`src/rtl/pll_rst_seq_if.sv`:
```
// Lock inputs and reset/status outputs of the two-PLL reset sequencer.
// Optional relock_cnt_o is present only when PLL_SEQ_RELOCK_CNT_EN is defined.
interface pll_rst_seq_if;
    logic       lock_rtc_i;
    logic       lock_sys_i;
    logic       pll_rtc_rst_o;
    logic       pll_sys_rst_o;
    logic       core_rst_o;
    logic       seq_done_o;
    logic       seq_fail_o;
    logic [2:0] state_o;
`ifdef PLL_SEQ_RELOCK_CNT_EN
    logic [7:0] relock_cnt_o;
`endif

    modport slave (
        input  lock_rtc_i, lock_sys_i,
`ifdef PLL_SEQ_RELOCK_CNT_EN
        output relock_cnt_o,
`endif
        output pll_rtc_rst_o, pll_sys_rst_o, core_rst_o, seq_done_o, seq_fail_o, state_o
    );

    modport master (
        output lock_rtc_i, lock_sys_i,
`ifdef PLL_SEQ_RELOCK_CNT_EN
        input  relock_cnt_o,
`endif
        input  pll_rtc_rst_o, pll_sys_rst_o, core_rst_o, seq_done_o, seq_fail_o, state_o
    );
endinterface

```
`src/rtl/pll_rst_seq.sv`:
```
// Power-on/relock sequencer: RTC PLL, then system PLL, then core reset release.
// Define PLL_SEQ_RELOCK_CNT_EN to add the saturating relock_cnt_o counter.
//
// state      | meaning
// S_RTC_RST  | both PLL resets held for RST_HOLD_CYC
// S_RTC_WAIT | RTC PLL released, waiting for stable lock or timeout
// S_SYS_RST  | system PLL reset held for RST_HOLD_CYC
// S_SYS_WAIT | system PLL released, waiting for stable lock or timeout
// S_CORE_DLY | both PLLs stable, core reset held for CORE_RST_DLY
// S_RUN      | core released, locks monitored
// S_FAIL     | retries exhausted, everything held in reset until rst
module pll_rst_seq #(
    parameter int RST_HOLD_CYC     = 16,
    parameter int LOCK_STABLE_CYC  = 64,
    parameter int LOCK_TIMEOUT_CYC = 65535,
    parameter int MAX_RETRY        = 3,
    parameter int CORE_RST_DLY     = 256,
    parameter int CNT_W            = 16
) (
    input logic          clkin,
    input logic          reset,
    pll_rst_seq_if.slave bus
);
    localparam logic [2:0] S_RTC_RST  = 3'd0;
    localparam logic [2:0] S_RTC_WAIT = 3'd1;
    localparam logic [2:0] S_SYS_RST  = 3'd2;
    localparam logic [2:0] S_SYS_WAIT = 3'd3;
    localparam logic [2:0] S_CORE_DLY = 3'd4;
    localparam logic [2:0] S_RUN      = 3'd5;
    localparam logic [2:0] S_FAIL     = 3'd6;

    localparam int RETRY_W = (MAX_RETRY < 1) ? 1 : $clog2(MAX_RETRY + 1);

    localparam logic [CNT_W-1:0]   CNT_MAX      = '1;
    localparam logic [CNT_W-1:0]   HOLD_LAST    = CNT_W'(RST_HOLD_CYC - 1);
    localparam logic [CNT_W-1:0]   STABLE_LAST  = CNT_W'(LOCK_STABLE_CYC - 1);
    localparam logic [CNT_W-1:0]   TIMEOUT_LAST = CNT_W'(LOCK_TIMEOUT_CYC - 1);
    localparam logic [CNT_W-1:0]   CORE_LAST    = CNT_W'(CORE_RST_DLY - 1);
    localparam logic [RETRY_W-1:0] RETRY_LAST   = RETRY_W'(MAX_RETRY);

    logic [1:0]         lr_sync_q, ls_sync_q;
    logic               lr, ls;
    logic [2:0]         state_q, state_d;
    logic [CNT_W-1:0]   cnt_q, cnt_d, cnt_inc;
    logic [CNT_W-1:0]   stab_q, stab_d, stab_inc;
    logic [RETRY_W-1:0] retry_q, retry_d;
    logic               timeout;
    logic               pll_rtc_rst_q, pll_sys_rst_q, core_rst_q, seq_done_q, seq_fail_q;

    always_ff @(posedge clkin or posedge reset) begin
        if (reset) begin
            lr_sync_q <= 2'b00;
            ls_sync_q <= 2'b00;
        end else begin
            lr_sync_q <= {lr_sync_q[0], bus.lock_rtc_i};
            ls_sync_q <= {ls_sync_q[0], bus.lock_sys_i};
        end
    end

    assign lr = lr_sync_q[1];
    assign ls = ls_sync_q[1];

    assign cnt_inc  = (cnt_q == CNT_MAX) ? cnt_q : cnt_q + CNT_W'(1);
    assign stab_inc = (stab_q == CNT_MAX) ? stab_q : stab_q + CNT_W'(1);
    assign timeout  = (cnt_q == TIMEOUT_LAST);

    always_comb begin
        state_d = state_q;
        retry_d = retry_q;
        stab_d  = '0;
        case (state_q)
            S_RTC_RST: begin
                if (cnt_q == HOLD_LAST) state_d = S_RTC_WAIT;
            end
            S_RTC_WAIT: begin
                stab_d = lr ? stab_inc : '0;
                if (timeout) begin
                    if (retry_q == RETRY_LAST) begin
                        state_d = S_FAIL;
                    end else begin
                        retry_d = retry_q + RETRY_W'(1);
                        state_d = S_RTC_RST;
                    end
                end else if (lr && stab_q == STABLE_LAST) begin
                    state_d = S_SYS_RST;
                end
            end
            S_SYS_RST: begin
                if (!lr) state_d = S_RTC_RST;
                else if (cnt_q == HOLD_LAST) state_d = S_SYS_WAIT;
            end
            S_SYS_WAIT: begin
                stab_d = ls ? stab_inc : '0;
                if (timeout) begin
                    if (retry_q == RETRY_LAST) begin
                        state_d = S_FAIL;
                    end else begin
                        retry_d = retry_q + RETRY_W'(1);
                        state_d = S_RTC_RST;
                    end
                end else if (!lr) begin
                    state_d = S_RTC_RST;
                end else if (ls && stab_q == STABLE_LAST) begin
                    state_d = S_CORE_DLY;
                end
            end
            S_CORE_DLY: begin
                if (!lr) state_d = S_RTC_RST;
                else if (!ls) state_d = S_SYS_RST;
                else if (cnt_q == CORE_LAST) state_d = S_RUN;
            end
            S_RUN: begin
                if (!lr) state_d = S_RTC_RST;
                else if (!ls) state_d = S_SYS_RST;
            end
            S_FAIL: state_d = S_FAIL;
            default: state_d = S_RTC_RST;
        endcase

        if (state_d == S_RUN && state_q != S_RUN) retry_d = '0;

        // Shared cycle counter and stable counter both restart on any state change.
        if (state_d != state_q) begin
            cnt_d  = '0;
            stab_d = '0;
        end else begin
            cnt_d  = cnt_inc;
        end
    end

    always_ff @(posedge clkin or posedge reset) begin
        if (reset) begin
            state_q       <= S_RTC_RST;
            cnt_q         <= '0;
            stab_q        <= '0;
            retry_q       <= '0;
            pll_rtc_rst_q <= 1'b1;
            pll_sys_rst_q <= 1'b1;
            core_rst_q    <= 1'b1;
            seq_done_q    <= 1'b0;
            seq_fail_q    <= 1'b0;
        end else begin
            state_q       <= state_d;
            cnt_q         <= cnt_d;
            stab_q        <= stab_d;
            retry_q       <= retry_d;
            pll_rtc_rst_q <= (state_d == S_RTC_RST) || (state_d == S_FAIL);
            pll_sys_rst_q <= (state_d == S_RTC_RST) || (state_d == S_RTC_WAIT) ||
                             (state_d == S_SYS_RST) || (state_d == S_FAIL);
            core_rst_q    <= (state_d != S_RUN);
            seq_done_q    <= (state_d == S_RUN);
            seq_fail_q    <= seq_fail_q || (state_d == S_FAIL);
        end
    end

`ifdef PLL_SEQ_RELOCK_CNT_EN
    logic       relock_ev;
    logic [7:0] relock_q;

    assign relock_ev = (state_q == S_RUN) && (!lr || !ls);

    always_ff @(posedge clkin or posedge reset) begin
        if (reset) relock_q <= 8'd0;
        else if (relock_ev && relock_q != 8'hFF) relock_q <= relock_q + 8'd1;
    end

    assign bus.relock_cnt_o = relock_q;
`endif

    assign bus.pll_rtc_rst_o = pll_rtc_rst_q;
    assign bus.pll_sys_rst_o = pll_sys_rst_q;
    assign bus.core_rst_o    = core_rst_q;
    assign bus.seq_done_o    = seq_done_q;
    assign bus.seq_fail_o    = seq_fail_q;
    assign bus.state_o       = state_q;
endmodule
```
`src/flat_wrapper.sv`:
```
// flat-port wrapper written by rule: the top's interface ports become plain ports
module pll_rst_seq_flat 
#(
    parameter int RST_HOLD_CYC     = 16,
    parameter int LOCK_STABLE_CYC  = 64,
    parameter int LOCK_TIMEOUT_CYC = 65535,
    parameter int MAX_RETRY        = 3,
    parameter int CORE_RST_DLY     = 256,
    parameter int CNT_W            = 16
)
  (clkin, reset, bus_lock_rtc_i, bus_lock_sys_i, bus_pll_rtc_rst_o, bus_pll_sys_rst_o, bus_core_rst_o, bus_seq_done_o, bus_seq_fail_o, bus_state_o);
  pll_rst_seq_if bus_i ();
  input logic clkin;
  input logic reset;
  input wire logic [$bits(bus_i.lock_rtc_i)-1:0] bus_lock_rtc_i;
  input wire logic [$bits(bus_i.lock_sys_i)-1:0] bus_lock_sys_i;
  output wire logic [$bits(bus_i.pll_rtc_rst_o)-1:0] bus_pll_rtc_rst_o;
  output wire logic [$bits(bus_i.pll_sys_rst_o)-1:0] bus_pll_sys_rst_o;
  output wire logic [$bits(bus_i.core_rst_o)-1:0] bus_core_rst_o;
  output wire logic [$bits(bus_i.seq_done_o)-1:0] bus_seq_done_o;
  output wire logic [$bits(bus_i.seq_fail_o)-1:0] bus_seq_fail_o;
  output wire logic [$bits(bus_i.state_o)-1:0] bus_state_o;
  assign bus_i.lock_rtc_i = bus_lock_rtc_i;
  assign bus_i.lock_sys_i = bus_lock_sys_i;
  assign bus_pll_rtc_rst_o = bus_i.pll_rtc_rst_o;
  assign bus_pll_sys_rst_o = bus_i.pll_sys_rst_o;
  assign bus_core_rst_o = bus_i.core_rst_o;
  assign bus_seq_done_o = bus_i.seq_done_o;
  assign bus_seq_fail_o = bus_i.seq_fail_o;
  assign bus_state_o = bus_i.state_o;
  pll_rst_seq #(.RST_HOLD_CYC(RST_HOLD_CYC), .LOCK_STABLE_CYC(LOCK_STABLE_CYC), .LOCK_TIMEOUT_CYC(LOCK_TIMEOUT_CYC), .MAX_RETRY(MAX_RETRY), .CORE_RST_DLY(CORE_RST_DLY), .CNT_W(CNT_W)) u_core (.clkin(clkin), .reset(reset), .bus(bus_i));
endmodule
```
`config.mk`:
```
export PLATFORM = sky130hd
export DESIGN_NAME = pll_rst_seq_flat
export DESIGN_NICKNAME = d
export VERILOG_FILES = /design/src/rtl/pll_rst_seq_if.sv /design/src/rtl/pll_rst_seq.sv /design/src/flat_wrapper.sv
export SDC_FILE = /design/constraint.sdc
export NUM_CORES = 1
export LEC_CHECK = 0
export CAP_MARGIN = 20
export CORE_UTILIZATION = 60
export DETAILED_ROUTE_END_ITERATION = 16
export PLACE_DENSITY_LB_ADDON = 0.08
export SLEW_MARGIN = 5
export SYNTH_ARGS = -nofsm -noshare
export SYNTH_HDL_FRONTEND = slang
export SYNTH_SLANG_ARGS = --single-unit
```
`constraint.sdc`:
```
create_clock -name clkin -period 3.1 [get_ports clkin]
set_clock_uncertainty 0.05 [all_clocks]
set_input_delay 0.775 -clock clkin [delete_from_list [all_inputs] [get_ports clkin]]
set_output_delay 0.775 -clock clkin [all_outputs]
set_load 0.01 [all_outputs]
```
==> impl_metrics.env <==
export IMPL_cts_resized=0
export IMPL_rows=23
export IMPL_cp_start_kind="flip-flop"
export IMPL_grt_usage=0.240
export IMPL_netlist_area_leader_share=0.434
export IMPL_cts_tree="built"
export IMPL_grt_overflow_total=0
export IMPL_io_buffer_count=11
export IMPL_hpwl_um=3310
export IMPL_antenna_found_initial=0
export IMPL_power_leakage_nw=1.19
export IMPL_ys_seq_area_frac=0.466
export IMPL_clock_latency_ns=0.30
export IMPL_tightestPinTransition_ns=0.707
export IMPL_rsz0062_at_grt="no"
export IMPL_hold_viol=0
export IMPL_placement_cell_area_mm2=0.00264
export IMPL_pwr_density_cell_mw_per_mm2=393
export IMPL_via_count=1889
export IMPL_fmax_mhz=407
export IMPL_ys_async_sr_fraction=1.00
export IMPL_final_util=0.692
export IMPL_syn_inst=250
export IMPL_relSlewSlack=0.524
export IMPL_critPathArrivalTime_ns=2.62
export IMPL_clk_pin_slew_ns=0.09
export IMPL_status="complete, no violations"
export IMPL_crit_path_cell_trace="or4_1 > nor4_1 > o211ai_1 > o311ai_2 > o211ai_4 > a211oi_1"
export IMPL_fin_crit_sh=0.792
export IMPL_cts_hold_buffers=0
export IMPL_grt_max_degree=47
export IMPL_worst_path_max_delay_cell="or4_1"
export IMPL_criticalPathCategory="flip-flop to flip-flop"
export IMPL_crit_family="simple AND/OR/NAND/NOR gates"
export IMPL_synthesis_area_mm2=0.00248
export IMPL_fin_crit_ns=2.45
export IMPL_wl_um=4690
export IMPL_final_cell_area_mm2=0.00275
export IMPL_netlist_top_cells_count="43 x dfrtp_1, 30 x nor2_1, 19 x xor2_1, 18 x nand3_1, 17 x nand2_1"
export IMPL_die_w_um=66.3
export IMPL_ys_warn_count=0
export IMPL_final_net_count=274
export IMPL_coreArea_mm2=0.00397
export IMPL_synth_flop_cell="dfrtp_1"
export IMPL_cts_setup_buffers=0
export IMPL_place_gp_congestion=0.880
export IMPL_critPathMaxFanout=16
export IMPL_tns_ns=0
export IMPL_peakVddDrop_uv=274
export IMPL_cts_buffers=5
export IMPL_synth_nets=258
export IMPL_ant_nets=0
export IMPL_synth_largest_area_cell="dfrtp_1"
export IMPL_h_tree_depth=2
export IMPL_synthTopCellsByArea="dfrtp_1 43%, xor2_1 6.7%, nor2_1 4.5%"
export IMPL_wire_per_inst_um=14.8
export IMPL_vias_per_cell=5.96
export IMPL_ys_ff_latch=46
export IMPL_cap_violations=0
export IMPL_drtIter0Drc=154
export IMPL_hp_class="flip-flop to flip-flop"
export IMPL_synthMostInstantiatedCell="dfrtp_1"
export IMPL_syn_avg_cell_area_um2=9.92
export IMPL_pin_count=12
export IMPL_synth_edf_count=0
export IMPL_drc=0
export IMPL_grt_pass1_wl_um=7870
export IMPL_slowest_delay_ns=0.52
export IMPL_ys_types=49
export IMPL_end_kind="flip-flop"
export IMPL_fin_total_pwr_mw=1.08
export IMPL_antenna_cells=0
export IMPL_clockBufferDepth=2
export IMPL_path_buf_inv=0
export IMPL_drive_above_1_share=0.112
export IMPL_fillerInstances=333
export IMPL_first_global_vias=1655
export IMPL_clock_sinks=46
export IMPL_area_growth_pct=10.8
export IMPL_setup_viol=0
export IMPL_slew_violations=0
export IMPL_die_height_um=66.3
export IMPL_cts_root_buf="clkbuf_8"
export IMPL_design_die_area_mm2=0.00439
export IMPL_required_ns=3.26
export IMPL_first_pass_iters=4
export IMPL_start_util=0.624
[final cells by class]
cell class                      instances  area, um2  share of cell area
Multi-Input combinational cell        192       1270               0.462
Sequential cell                        46       1150               0.420
Timing Repair Buffer                   13        125              0.0455
Clock buffer                            7       76.3              0.0278
Tap cell                               50       62.6              0.0228
Clock inverter                          1       30.0              0.0109
Inverter                                8       30.0              0.0109
[per-layer routing]
layer | vias to the layer above | track usage | part of all wire
met5 | - | 0 | 0
li1 | 931 | - | -
met4 | 0 | 0.0824 | 0.0085
met1 | 917 | 0.352 | 0.50
met2 | 37 | 0.343 | 0.46
met3 | 4 | 0.0586 | 0.032
[registers in the layout, summed over array words and instances, names as in the netlist, 2 cells and up]
register / flops
u_core.lr_sync_q: 2
u_core.bus.state_o: 3
u_core.ls_sync_q: 2
u_core.cnt_q: 16
u_core.stab_q: 16
u_core.retry_q: 2
[cell families after synthesis]
group	share of synthesized area
and+or+nand+nor	0.301
buffers and inverters	0.0222
muxes	0.0161
AOI/OAI and AO/OA	0.0969
xor gates and xnor gates	0.0777
DFF	0.466
adders and majority gates	0.0202
[worst paths after layout]
kind,from,end,slack (ns),cells after the start
max,u_core.cnt_q[11],u_core.stab_q[3],0.65,6
min,u_core.ls_sync_q[0],u_core.ls_sync_q[1],0.30,0
max reg2reg,u_core.cnt_q[11],u_core.stab_q[3],0.65,6
min reg2reg,u_core.ls_sync_q[0],u_core.ls_sync_q[1],0.30,0
max in group asynchronous,reset,u_core.stab_q[6],1.72,3
min in group asynchronous,reset,u_core.cnt_q[9],0.88,3
[stage by stage]
step / std cells / worst slack, ns / hold WS (ns)
4_1_cts: 317 / 0.619 / 0.306
2_1_floorplan: 250 / 0.853 / 0.281
3_5_place_dp: 309 / 0.619 / 0.287
5_1_grt: 317 / 0.374 / 0.317
3_3_place_gp: 309 / 0.649 / 0.282
6_report: 317 / 0.646 / 0.303
[layout by cell type (no fill, tap or decap), types with 3 or more instances in the layout]
master	instances
dfrtp_1	43
nor2_1	30
xor2_1	19
nand3_1	18
nand2_1	17
and3_1	12
clkdlybuf4s50_1	11
nor3_1	10
nand4_1	10
nor2_2	10
inv_1	7
a21oi_1	6
nor4_1	5
clkbuf_8	5
mux2i_1	4
a211oi_1	4
ha_1	4
or4_1	3
nor2b_1	3
and2_1	3
o21ai_0	3
xnor2_1	3
dfstp_2	3
[power by group]
part / internal, mW / leakage, nW / switching (mW) / total (mW)
logic: 0.00977 / 0.535 / 0.0202 / 0.0300
registers: 0.605 / 0.606 / 0.00706 / 0.612
clock network: 0.241 / 0.0524 / 0.196 / 0.437
total: 0.857 / 1.19 / 0.223 / 1.08
Note: power is estimated with default switching activity, not from simulation.
